[src/rtl/clock_sequencer_if.sv]
// Bundle between the clock sequencer and the BCD time register / button front end.
// master: the sequencer side; slave: time register plus button and prescaler sources.
interface clock_sequencer_if;
   logic        tick;
   logic        btn_mode;
   logic        btn_adjust;
   logic [23:0] time_bcd;
   logic        will_wraparound_hours;
   logic        will_wraparound_minutes;
   logic        will_wraparound_seconds;
   logic        increment_hours;
   logic        increment_minutes;
   logic        increment_seconds;
   logic        load_new;
   logic [23:0] time_to_load_bcd;
   logic        blank_hours;
   logic        blank_minutes;
   logic        setting;

   modport master (
      input  tick, btn_mode, btn_adjust, time_bcd,
      input  will_wraparound_hours, will_wraparound_minutes, will_wraparound_seconds,
      output increment_hours, increment_minutes, increment_seconds,
      output load_new, time_to_load_bcd, blank_hours, blank_minutes, setting
   );

   modport slave (
      output tick, btn_mode, btn_adjust, time_bcd,
      output will_wraparound_hours, will_wraparound_minutes, will_wraparound_seconds,
      input  increment_hours, increment_minutes, increment_seconds,
      input  load_new, time_to_load_bcd, blank_hours, blank_minutes, setting
   );
endinterface

[src/rtl/clock_sequencer.sv]
// Seconds strobe generation, cascaded increments, RUN/SET_HOURS/SET_MINUTES control
// and blink masks for the 7-segment clock's BCD time register.
module clock_sequencer #(
   parameter int unsigned TICKS_PER_SECOND = 8
) (
   input logic               clk,
   input logic               reset,
   clock_sequencer_if.master bus
);

   localparam int unsigned PcntW = (TICKS_PER_SECOND > 1) ? $clog2(TICKS_PER_SECOND) : 1;
   localparam logic [PcntW-1:0] PcntMax  = PcntW'(TICKS_PER_SECOND - 1);
   localparam logic [PcntW-1:0] PcntHalf = PcntW'(TICKS_PER_SECOND / 2 - 1);

   localparam logic [1:0] StRun        = 2'd0;
   localparam logic [1:0] StSetHours   = 2'd1;
   localparam logic [1:0] StSetMinutes = 2'd2;

   logic [1:0]       state_q, state_d;
   logic [PcntW-1:0] pcnt_q, pcnt_d;
   logic             bph_q, bph_d;
   logic             inc_h_q, inc_h_d;
   logic             inc_m_q, inc_m_d;
   logic             inc_s_q, inc_s_d;
   logic             load_new_q, load_new_d;
   logic [23:0]      load_val_q, load_val_d;
   logic             blank_h_q, blank_h_d;
   logic             blank_m_q, blank_m_d;
   logic             setting_q, setting_d;

   logic sec_strobe;
   logic half_strobe;
   logic set_exit;
   logic adjust;
   logic in_run;

   always_comb begin
      sec_strobe  = bus.tick && (pcnt_q == PcntMax);
      half_strobe = bus.tick && (pcnt_q == PcntHalf);
      set_exit    = (state_q == StSetMinutes) && bus.btn_mode;
      // a mode press swallows a coincident adjust press
      adjust      = bus.btn_adjust && !bus.btn_mode;
      in_run      = (state_q == StRun);
   end

   always_comb begin
      state_d = state_q;
      if (bus.btn_mode) begin
         case (state_q)
            StRun:        state_d = StSetHours;
            StSetHours:   state_d = StSetMinutes;
            StSetMinutes: state_d = StRun;
            default:      state_d = StRun;
         endcase
      end
   end

   always_comb begin
      pcnt_d = pcnt_q;
      if (set_exit) begin
         pcnt_d = '0;
      end else if (bus.tick) begin
         pcnt_d = (pcnt_q == PcntMax) ? '0 : pcnt_q + PcntW'(1);
      end
   end

   always_comb begin
      bph_d = bph_q;
      if (state_d == StRun) begin
         bph_d = 1'b1;
      end else if (half_strobe || sec_strobe) begin
         bph_d = ~bph_q;
      end
   end

   always_comb begin
      inc_s_d = in_run && sec_strobe;
      inc_m_d = (in_run && sec_strobe && bus.will_wraparound_seconds) ||
                ((state_q == StSetMinutes) && adjust);
      inc_h_d = (in_run && sec_strobe && bus.will_wraparound_seconds &&
                 bus.will_wraparound_minutes) ||
                ((state_q == StSetHours) && adjust);
      load_new_d = set_exit;
      load_val_d = set_exit ? {bus.time_bcd[23:8], 8'h00} : load_val_q;
      blank_h_d  = (state_d == StSetHours) && !bph_d;
      blank_m_d  = (state_d == StSetMinutes) && !bph_d;
      setting_d  = (state_d == StSetHours) || (state_d == StSetMinutes);
   end

   always_ff @(posedge clk or posedge reset) begin
      if (reset) begin
         state_q    <= StRun;
         pcnt_q     <= '0;
         bph_q      <= 1'b1;
         inc_h_q    <= 1'b0;
         inc_m_q    <= 1'b0;
         inc_s_q    <= 1'b0;
         load_new_q <= 1'b0;
         load_val_q <= '0;
         blank_h_q  <= 1'b0;
         blank_m_q  <= 1'b0;
         setting_q  <= 1'b0;
      end else begin
         state_q    <= state_d;
         pcnt_q     <= pcnt_d;
         bph_q      <= bph_d;
         inc_h_q    <= inc_h_d;
         inc_m_q    <= inc_m_d;
         inc_s_q    <= inc_s_d;
         load_new_q <= load_new_d;
         load_val_q <= load_val_d;
         blank_h_q  <= blank_h_d;
         blank_m_q  <= blank_m_d;
         setting_q  <= setting_d;
      end
   end

   assign bus.increment_hours   = inc_h_q;
   assign bus.increment_minutes = inc_m_q;
   assign bus.increment_seconds = inc_s_q;
   assign bus.load_new          = load_new_q;
   assign bus.time_to_load_bcd  = load_val_q;
   assign bus.blank_hours       = blank_h_q;
   assign bus.blank_minutes     = blank_m_q;
   assign bus.setting           = setting_q;

endmodule

[src/flat_wrapper.sv]
// flat-port wrapper written by rule: the top's interface ports become plain ports
module clock_sequencer_flat 
#(
   parameter int unsigned TICKS_PER_SECOND = 8
)
  (clk, reset, bus_tick, bus_btn_mode, bus_btn_adjust, bus_time_bcd, bus_will_wraparound_hours, bus_will_wraparound_minutes, bus_will_wraparound_seconds, bus_increment_hours, bus_increment_minutes, bus_increment_seconds, bus_load_new, bus_time_to_load_bcd, bus_blank_hours, bus_blank_minutes, bus_setting);
  clock_sequencer_if bus_i ();
  input logic clk;
  input logic reset;
  input wire logic [$bits(bus_i.tick)-1:0] bus_tick;
  input wire logic [$bits(bus_i.btn_mode)-1:0] bus_btn_mode;
  input wire logic [$bits(bus_i.btn_adjust)-1:0] bus_btn_adjust;
  input wire logic [$bits(bus_i.time_bcd)-1:0] bus_time_bcd;
  input wire logic [$bits(bus_i.will_wraparound_hours)-1:0] bus_will_wraparound_hours;
  input wire logic [$bits(bus_i.will_wraparound_minutes)-1:0] bus_will_wraparound_minutes;
  input wire logic [$bits(bus_i.will_wraparound_seconds)-1:0] bus_will_wraparound_seconds;
  output wire logic [$bits(bus_i.increment_hours)-1:0] bus_increment_hours;
  output wire logic [$bits(bus_i.increment_minutes)-1:0] bus_increment_minutes;
  output wire logic [$bits(bus_i.increment_seconds)-1:0] bus_increment_seconds;
  output wire logic [$bits(bus_i.load_new)-1:0] bus_load_new;
  output wire logic [$bits(bus_i.time_to_load_bcd)-1:0] bus_time_to_load_bcd;
  output wire logic [$bits(bus_i.blank_hours)-1:0] bus_blank_hours;
  output wire logic [$bits(bus_i.blank_minutes)-1:0] bus_blank_minutes;
  output wire logic [$bits(bus_i.setting)-1:0] bus_setting;
  assign bus_i.tick = bus_tick;
  assign bus_i.btn_mode = bus_btn_mode;
  assign bus_i.btn_adjust = bus_btn_adjust;
  assign bus_i.time_bcd = bus_time_bcd;
  assign bus_i.will_wraparound_hours = bus_will_wraparound_hours;
  assign bus_i.will_wraparound_minutes = bus_will_wraparound_minutes;
  assign bus_i.will_wraparound_seconds = bus_will_wraparound_seconds;
  assign bus_increment_hours = bus_i.increment_hours;
  assign bus_increment_minutes = bus_i.increment_minutes;
  assign bus_increment_seconds = bus_i.increment_seconds;
  assign bus_load_new = bus_i.load_new;
  assign bus_time_to_load_bcd = bus_i.time_to_load_bcd;
  assign bus_blank_hours = bus_i.blank_hours;
  assign bus_blank_minutes = bus_i.blank_minutes;
  assign bus_setting = bus_i.setting;
  clock_sequencer #(.TICKS_PER_SECOND(TICKS_PER_SECOND)) u_core (.clk(clk), .reset(reset), .bus(bus_i));
endmodule
[config.mk]
export PLATFORM = sky130hd
export DESIGN_NAME = clock_sequencer_flat
export DESIGN_NICKNAME = d
export VERILOG_FILES = /design/src/rtl/clock_sequencer_if.sv /design/src/rtl/clock_sequencer.sv /design/src/flat_wrapper.sv
export SDC_FILE = /design/constraint.sdc
export NUM_CORES = 1
export LEC_CHECK = 0
export CELL_PAD_IN_SITES_DETAIL_PLACEMENT = 0
export CELL_PAD_IN_SITES_GLOBAL_PLACEMENT = 2
export CORE_MARGIN = 2
export CORE_UTILIZATION = 23
export CTS_CLUSTER_DIAMETER = 80
export DETAILED_ROUTE_END_ITERATION = 12
export HOLD_SLACK_MARGIN = 0.15
export PLACE_DENSITY = 0.78
export SLEW_MARGIN = 20
export SYNTH_ARGS = -nofsm -noshare
export SYNTH_HDL_FRONTEND = slang
export SYNTH_SLANG_ARGS = --single-unit
[constraint.sdc]
create_clock -name clk -period 1.5 [get_ports clk]
set_input_delay 0.3 -clock clk [delete_from_list [all_inputs] [get_ports clk]]
set_output_delay 0.3 -clock clk [all_outputs]
set_load 0.02 [all_outputs]
==> results.md, run 1 <==
- Post-synthesis mux area share: 0.2350
- First-pass GRT wire length: 4.540 mm
- Clk pin slew, worst setup/hold paths: 0.06 ns
- PnR worst setup slack: -0.02096 ns
- Clk buf depth: 2
- Post-Synth XOR/XNOR Area: 0
- Total power: 0.004014 W
- Fin Hold WS: 0.3825 ns
- Clock root buffer: clkbuf_8
- Final setup vio count: 2
- Clock Latency Late Sink: 0.27 ns
- Final Max Tran Viols: 0
- Initial DRC Count: 7
- Req. time, crit path: 1.69 ns
- Outcome: finished, violations left
- Mapped Cells: 94
- Worst vdd ir: 0.8071 mV
- Initial antenna violation count: 0
- Die Wd: 81.29 um
- Worst setup EP type: flip-flop
- Layout cell share with drive strength beyond 1: 0.3484
- Pwr dens: 1889 nW/um^2
- Initial Util: 0.2348
- Final hold violation count: 0
- Final TNS setup: -0.03649 ns
- Unrepaired setup endpoints after global routing: true
- Die ar.: 6607 sq um
- Clk sinks: 29
- Seq/Total Area, Yosys: 0.5291
- N_diodes: 0
- Period minus WS final: 1.521 ns
- Max-cap violation count: 0
- Nets: a little under 200
- Synthesized area per cell: 14.62 sq um
- Vias in the first global route: 919
- Fmax: 0.6575 GHz
- Final core occ: 0.3631
- Skew final: approximately 0.0052 ns
- DP Cell Count: 219
- DR vias/cell: just under 4
- Router iterations before antenna repair: 3
- Mapped Area: 1374 sq um
- Largest family of logic cells by synthesized area: multiplexers
- Hpwl dp: 2.137 mm
- Core area: 5851 sq um
- Synth Area in Compound Gates: 0.02914
- Period utilization: 1.014
- CP startpoint kind: flip-flop
- Gpl congestion: 0.7079
- Routed vias: about 900
- Non-Filler Instances: 230
- Failing checks: negative setup slack
- # DRC: 0
- Post-CTS Hold Fix Bufs: 0
- Die height: 81.29 um
- Gr ovfl total: 0
- Worst EP arrival: 1.71 ns
- Routed WL: 2.785 mm
- Peak fanout along the critical path: 5
- Area growth syn-to-layout: 54.64%
- Crit path kind: reg -> reg
- Count of different cell masters after synthesis: 22
- I/O Buffers: 45
- WL per Instance: 12.11 um
- Worst min path class: in -> async
- H-Tree Depth: 2
- Placement Rows: 28
- CTS tree: built
- Synth Area in Simple Gates: 0.07741
- Largest net degree at the start of global routing: 30
- Inserted Clock Buffers: 5
- Number of routed nets with antenna violations: 0
- FF+latch count, synth: 29
- Total leakage power: slightly above 1 nW
- Adder-cell share of the synthesized area: 0.05464
- IO Count: 63
- Total track usage: 0.09299
- Yosys warnings: 0
[metal layers]
metal | up-vias | GRT usage | wire, um
li1 | 430 | - | -
met1 | 425 | 0.1069 | 1117
met2 | 31 | 0.1492 | 1462
met3 | 2 | 0.04778 | 189
met4 | 0 | 0.03051 | 17
met5 | - | 0 | 0
[cell usage in the layout (no fill, tap or decap), types with 2 or more instances in the layout]
cell	synthesis	layout
a32o_1	2	2
buf_12	0	3
buf_4	8	9
clkbuf_8	0	6
clkdlybuf4s50_1	0	21
conb_1	1	8
dfrtp_1	28	26
dfrtp_2	0	2
dlygate4sd2_1	0	21
dlymetal6s2s_1	0	2
ha_2	0	4
inv_1	3	3
mux2_4	16	18
mux2i_1	6	4
nand3b_1	2	2
nor2_1	4	3
nor2b_1	3	2
or3b_4	0	2
[Yosys cell counts]
| cell type | number | area share |
|---|---|---|
| a211oi_1 | 1 | 0.0055 |
| a21oi_1 | 1 | 0.0036 |
| a32o_1 | 2 | 0.015 |
| and3b_4 | 1 | 0.0091 |
| and4bb_2 | 1 | 0.0091 |
| buf_2 | 1 | 0.0036 |
| buf_4 | 8 | 0.044 |
| buf_6 | 2 | 0.016 |
| conb_1 | 1 | 0.0027 |
| dfrtp_1 | 28 | 0.51 |
| dfstp_2 | 1 | 0.019 |
| ha_1 | 6 | 0.055 |
| inv_1 | 3 | 0.0082 |
| mux2_2 | 2 | 0.016 |
| mux2_4 | 16 | 0.17 |
| mux2i_1 | 6 | 0.044 |
| nand2b_1 | 1 | 0.0046 |
| nand3b_1 | 2 | 0.011 |
| nor2_1 | 4 | 0.011 |
| nor2b_1 | 3 | 0.014 |
| o21a_1 | 1 | 0.0055 |
| or3b_2 | 3 | 0.019 |
[flip-flops by register name, indices dropped and copies added, names as in the netlist]
| name | flops |
|---|---|
| u_core.bus.time_to_load_bcd | 16 |
| u_core.pcnt_q | 3 |
| u_core.state_q | 2 |
| u_core.bph_q | 1 |
| u_core.bus.blank_hours | 1 |
| u_core.bus.blank_minutes | 1 |
| u_core.bus.increment_hours | 1 |
| u_core.bus.increment_minutes | 1 |
| u_core.bus.increment_seconds | 1 |
| u_core.bus.load_new | 1 |
| u_core.bus.setting | 1 |
[final cells by class]
type	count	area, sq um
Fill cell	562	3726
Sequential cell	29	729.5
Multi-Input combinational cell	58	635.6
Timing Repair Buffer	58	568.0
Inverter	3	11.26
Clock buffer	7	86.33
Tap cell	75	93.84
[through the flow]
step                      setup WS (ns)  area [sq um]
after floorplan                0.008021          1416
after global placement          -0.4875          1978
after detailed placement        -0.5520          1978
after CTS                      -0.05017          2083
after global routing            -0.1152          2125
final                          -0.02096          2125
[cells by family after synthesis]
family / count (synthesis)
other cells: 1
mux: 24
flops: 29
buf+inv: 14
simple gates: 15
fa+ha+maj: 6
compound gates: 5
[what timing repair did]
item,CTS,global route
resized for setup,30,8
setup endpoints to repair,41,22
pin swaps,2,0
setup buffers,2,2
[worst max-delay path, cell delays in order, from the launching register on]
cell and delay [ns]:
dfrtp_2 0.46, nor2b_4 0.18, mux2i_4 0.10, ha_2 0.22, or3b_4 0.36, mux2i_1 0.13
[power by group]
part	switching [W]	internal, W	total [W]
clock	0.000260	0.000363	0.000623
combinational	0.000892	0.00113	0.00202
sequential	0.000230	0.00114	0.00137
[final timing paths]
path	from	endpoint	slack [ns]	depth (start not counted)
max	u_core.state_q[1]	u_core.bus.blank_minutes	-0.02	5
max in group asynchronous	reset	u_core.bph_q	0.88	3
min in group clk	u_core.bus.time_to_load_bcd[22]	u_core.bus.time_to_load_bcd[22]	0.51	1
min	reset	u_core.bus.time_to_load_bcd[11]	0.38	3
min reg2reg	u_core.bus.time_to_load_bcd[22]	u_core.bus.time_to_load_bcd[22]	0.51	1
max reg2reg	u_core.state_q[1]	u_core.bus.blank_minutes	-0.02	5
Power figures use the tool's default switching activity.
==> inputs of run 2 (changes only) <==
--- a/config.mk
+++ b/config.mk
@@ -5,6 +5,7 @@
 export SDC_FILE = /design/constraint.sdc
 export NUM_CORES = 1
 export LEC_CHECK = 0
+export ABC_CLOCK_PERIOD_IN_PS = 1500
 export CELL_PAD_IN_SITES_DETAIL_PLACEMENT = 0
 export CELL_PAD_IN_SITES_GLOBAL_PLACEMENT = 2
 export CORE_MARGIN = 2
@@ -13,7 +14,6 @@
 export DETAILED_ROUTE_END_ITERATION = 12
 export HOLD_SLACK_MARGIN = 0.15
 export PLACE_DENSITY = 0.78
-export SLEW_MARGIN = 20
 export SYNTH_ARGS = -nofsm -noshare
 export SYNTH_HDL_FRONTEND = slang
 export SYNTH_SLANG_ARGS = --single-unit
==> results of run 2 <==
The final DEF is identical to that of run 1; final timing and power are the same.
==> inputs of run 3 (changes only) <==
--- a/config.mk
+++ b/config.mk
@@ -14,6 +14,7 @@
 export DETAILED_ROUTE_END_ITERATION = 12
 export HOLD_SLACK_MARGIN = 0.15
 export PLACE_DENSITY = 0.78
+export SETUP_SLACK_MARGIN = 0.02
 export SYNTH_ARGS = -nofsm -noshare
 export SYNTH_HDL_FRONTEND = slang
 export SYNTH_SLANG_ARGS = --single-unit
==> run 3 against run 2 <==
Against the previous run: the run still ends with negative setup slack left; register-to-register slack worse by 0.12 ns; clock skew up 0.0049 ns; sequential share of layout area down 0.34 points; clock-buffer cell count up 1; critical path type unchanged; highest routed layer unchanged.
==> results.md, run 3 (synthesis results as in run 1) <==
- Die ar.: roughly 6600 sq um
- Sw Share: 0.3465
- First-pass GRT wire length: ~4.6 mm
- Post-CTS Hold Fix Bufs: 0
- Initial DRC Count: 23
- Nets: about 200
- Die height: between 80 and 90 um
- Worst vdd ir: 0.6136 mV
- Clock Latency Late Sink: 0.28 ns
- Worst EP arrival: 1.83 ns
- Period utilization: 1.096
- Combinational power share: 0.513
- Unrepaired setup endpoints after global routing: true
- Fin Hold WS: 0.3654 ns
- Final setup vio count: 2
- Total power: a little over 0.004 W
- N_diodes: 0
- Gr ovfl total: 0
- Crit path kind: reg -> reg
- CTS tree: built
- Initial Util: 0.2348
- Final TNS setup: -0.2460 ns
- Routed WL: approximately 3 mm
- Fmax: around 0.61 GHz
- Skew final: 0.01010 ns
- Max FFs per register: 16
- Die Wd: 81.29 um
- Clock root buffer: clkbuf_8
- Clk buf depth: 2
- # DRC: 0
- Layout cell share with drive strength beyond 1: 0.3608
- Routed vias: 932
- Outcome: finished, violations left
- Final Max Tran Viols: 0
- Req. time, crit path: 1.69 ns
- Number of routed nets with antenna violations: 0
- Net Switching: 0.001439 W
- Period minus WS final: 1.644 ns
- Pwr dens: 1935 nW/um^2
- CP startpoint kind: flip-flop
- Final hold violation count: 0
- Placement Rows: 28
- DR vias/cell: 4.000
- Max-cap violation count: 0
- Failing checks: negative setup slack
- Sequential Power Share: 0.330
- WL per Instance: 12.72 um
- Area growth syn-to-layout: 56.19%
- Vias in the first global route: between 900 and 1000
- Hpwl dp: 2.239 mm
- Clk pin slew, worst setup/hold paths: 0.07 ns
- PnR worst setup slack: -0.1440 ns
- Gpl congestion: 0.7157
- Clock share of power: 0.156
- Total leakage power: between 0.9 and 1 nW
- Largest net degree at the start of global routing: 30
- Total track usage: 0.09516
- I/O Buffers: 45
- Core area: approximately 5900 sq um
- H-Tree Depth: 2
- Peak fanout along the critical path: 6
- Most common cell after layout, fill and taps aside: dfrtp_1
- Worst min path class: in -> async
- Inserted Clock Buffers: 5
- IO Count: 63
- Router iterations before antenna repair: 4
- Worst setup EP type: flip-flop
- Int Pwr: 0.002714 W
- Clk sinks: 29
- Initial antenna violation count: 0
- Most frequent cells in the layout: dfrtp_1, dlygate4sd2_1, clkdlybuf4s50_1
run 3: metal layers:
metal / up-vias / wire (um) / part of all wire / global-route usage
met2: 38 / 1589 / 0.54 / 0.1631
met4: 0 / 40 / 0.013 / 0.03390
met1: 452 / 1112 / 0.38 / 0.1050
met5: - / 0 / 0 / 0
met3: 7 / 221 / 0.075 / 0.04000
li1: 435 / - / - / -
run 3: what timing repair did:
action                     CTS  global route
setup endpoints to repair   44             4
gates cloned                 0             0
pin swaps                    2             3
buffers inserted             2             0
resized for setup           33             6
run 3: cell type report:
type                            instances  area, sq um
Clock buffer                            8        90.09
Multi-Input combinational cell         58        643.1
Timing Repair Buffer                   60        578.1
Sequential cell                        29        729.5
Inverter                                3        11.26
Fill cell                             563         3705
Tap cell                               75        93.84
run 3: power groups by stage:
stage | Clock, W | Combinational, W | Sequential, W
after global routing | 0.000721 | 0.00232 | 0.00142
after global placement | 0 | 0.00208 | 0.00135
final | 0.000650 | 0.00213 | 0.00137
after CTS | 0.000689 | 0.00210 | 0.00137
after floorplan | 0 | 0.000891 | 0.00166
after detailed placement | 0 | 0.00214 | 0.00138
run 3: path summary, 6_finish.rpt:
check	startpoint	to	slack, ns	cells after the start
max in group asynchronous	reset	u_core.bph_q	0.90	3
setup reg to reg	u_core.state_q[1]	u_core.bus.blank_hours	-0.14	5
hold / removal	reset	u_core.bus.time_to_load_bcd[16]	0.37	3
hold reg to reg	u_core.bus.time_to_load_bcd[22]	u_core.bus.time_to_load_bcd[22]	0.50	1
min in group clk	u_core.bus.time_to_load_bcd[22]	u_core.bus.time_to_load_bcd[22]	0.50	1
setup / recovery	u_core.state_q[1]	u_core.bus.blank_hours	-0.14	5
run 3: stage by stage:
step | instance area, sq um | worst slack (ns) | util | instances
global route | 2146 | -0.1869 | 0.3668 | 233
global placement | 2018 | -0.4602 | 0.3450 | 224
floorplan | 1421 | 0.01655 | - | 101
finish | 2146 | -0.1440 | 0.3668 | 233
detailed placement | 2018 | -0.5749 | 0.3450 | 224
CTS | 2127 | -0.1319 | 0.3636 | 233
run 3: critical path, cell delays in order, from the launching register on:
cell and delay [ns]:
dfrtp_2 0.48, buf_6 0.15, mux2i_4 0.20, ha_2 0.21
or3b_4 0.36, mux2i_1 0.15
==> RTL change, RTL diff (flow settings as in run 3) <==
`TICKS_PER_SECOND` is set to 8 in 2 places; all go to 16.
--- a/src/rtl/clock_sequencer.sv
+++ b/src/rtl/clock_sequencer.sv
@@ -1,7 +1,7 @@
 // Seconds strobe generation, cascaded increments, RUN/SET_HOURS/SET_MINUTES control
 // and blink masks for the 7-segment clock's BCD time register.
 module clock_sequencer #(
-   parameter int unsigned TICKS_PER_SECOND = 8
+   parameter int unsigned TICKS_PER_SECOND = 16
 ) (
    input logic               clk,
    input logic               reset,
--- a/src/flat_wrapper.sv
+++ b/src/flat_wrapper.sv
@@ -1,7 +1,7 @@
 // flat-port wrapper written by rule: the top's interface ports become plain ports
 module clock_sequencer_flat 
 #(
-   parameter int unsigned TICKS_PER_SECOND = 8
+   parameter int unsigned TICKS_PER_SECOND = 16
 )
   (clk, reset, bus_tick, bus_btn_mode, bus_btn_adjust, bus_time_bcd, bus_will_wraparound_hours, bus_will_wraparound_minutes, bus_will_wraparound_seconds, bus_increment_hours, bus_increment_minutes, bus_increment_seconds, bus_load_new, bus_time_to_load_bcd, bus_blank_hours, bus_blank_minutes, bus_setting);
   clock_sequencer_if bus_i ();
Function: changed (Yosys sat finds a counterexample within 10 cycles, from zero or initial values and one cycle with reset high).
==> RTL change against run 3 <==
Total power fell by 12%. Worst hold slack improved by 0.019 ns. Synthesized area fell by 1.6%. Via count fell by 5.9%. Design area fell by 8.2%. Wire length fell by 8.4%. Sequential cell count rose by 1. Highest routed layer unchanged. Global-route usage fell by 0.79 points. Sequential share of layout area rose by 4.2 points. Setup slack improved by 0.25 ns.
==> RTL change: results (changes against run 3) <==
[placed_design]
placed_cells = 215  ; -4.0%
dp_hpwl_um = 2000  ; -11%
gp_congestion = 0.648  ; -9.4%

[worst_setup_path]
r2r-start = u_core.state_q[0]
crit_slowest_cell = dfrtp_1
cp.arrival_ns = 1.59  ; -0.24 ns

[global_route]
first_global_vias = 920  ; -6.8%
grt_pass1_wl_um = 4350  ; -6.0%

[synthesis]
synth_xor_area_share_pct = 1.30  ; +1.3 points
syn_avg_cell_area_um2 = 14.2  ; -2.7%
ys_seq_area_share_pct = 55.6  ; +2.7 points
synthDistinctLibCells = 27  ; +23%
synthAdderAreaFrac_pct = 3.70  ; -1.8 points
synthMuxAreaShare_pct = 20.6  ; -2.9 points
synth_compound_area_share_pct = 2.87  ; -0.044 points
synth_area_leaders = dfrtp_1, mux2_4, buf_4

[cells_and_area]
nets = 186  ; -4.6%
stdcell_count = 223  ; -4.3%
final_layout_size_suffix_gt1_share_pct = 23.8  ; -12 points

[route]
via_count = 877  ; -5.9%
avgRoutedWirePerCell_um = 12.2  ; -4.3%

[status]
run_status = complete, no violations

[pwr]
p_leak_nw = 0.936  ; -6.3%
peakVddDrop_v = 0.000635  ; +3.5%

[clocking]
cts_setup_buffers = 0  ; -2

[sta]
clock_skew_ns = 0.00621  ; -0.00389 ns

## RTL change: cell types whose count changed after synthesis, sizes merged, moves of 2 or more
cell          run 3  this run
nand3             0         3
or3b              3         0
mux2i             6         3
nor2b             3         1
nor3b             0         2
nor3              0         2
ha                6         4
## RTL change: cell type report
class | count | area (µm²)
tap | 72 | 90.1
fill | 573 | 3600
timing repair buffer | 52 | 498
clock inverter | 1 | 5.00
sequential | 30 | 752
multi-input combinational | 58 | 527
clock buffer | 7 | 86.3
inverter | 3 | 11.3
## RTL change: what timing repair did
action | CTS | global route
endpoints found under the setup margin | 31 | 2
hold endpoints to repair | 0 | 0
hold buffers | 0 | 0
resized for setup | 25 | 1
## RTL change: cells by family (layout without fill, tap and decap cells)
group	Yosys count	count (layout)
AOI/OAI and AO/OA	5	5
xor gates and xnor gates	2	2
adders and majority gates	4	4
buffers and inverters	14	63
DFF	30	30
muxes	20	20
other	1	8
and+or+nand+nor	19	19
## RTL change: report_power, final
part | switching, mW | total, mW | internal, mW
registers | 0.229 | 1.38 | 1.15
logic | 0.784 | 1.63 | 0.843
clock network | 0.280 | 0.649 | 0.369
## RTL change: critical path: cells and delay by family (launching register included)
family | cells | cell delay, ns
adder cells (fa/ha/maj) | 1 | 0.23
buffers and inverters | 1 | 0.09
flip-flops | 1 | 0.40
multiplexers | 1 | 0.14
AND/OR/NAND/NOR | 2 | 0.45
## RTL change: how the worst max path moves through the flow
stage	cells after the start	from	slack (ns)	endpoint
after global placement	5	bus_btn_mode	-0.27	u_core.bus.blank_hours
final	5	u_core.state_q[0]	0.11	u_core.bph_q
after floorplan	5	u_core.state_q[0]	0.25	u_core.bph_q
after CTS	5	u_core.state_q[0]	0.07	u_core.bph_q
after detailed placement	5	bus_btn_mode	-0.33	u_core.bus.blank_hours
after global routing	5	u_core.state_q[0]	0.03	u_core.bph_q
## RTL change: metal layers
| layer | global-route usage, % | wire length (µm) | vias to the layer above |
|---|---|---|---|
| met1 | 10.3 | 1140 | 416 |
| met3 | 2.81 | 242 | 4 |
| met4 | 3.05 | 36 | 0 |
| met2 | 14.8 | 1300 | 35 |
| met5 | 0 | 0 | - |
| li1 | - | - | 422 |
## RTL change: stage by stage
step	hold slack [ns]	utilization [%]	setup TNS, ns	setup WS (ns)	area [µm²]
6_report	0.385	35.3	0	0.110	1970
5_1_grt	0.388	35.3	0	0.0310	1970
4_1_cts	0.382	35.3	0	0.0729	1970
3_5_place_dp	0.491	34.1	-5.04	-0.333	1900
3_3_place_gp	0.495	34.1	-4.52	-0.268	1900
2_1_floorplan	0.390	-	0	0.254	1380
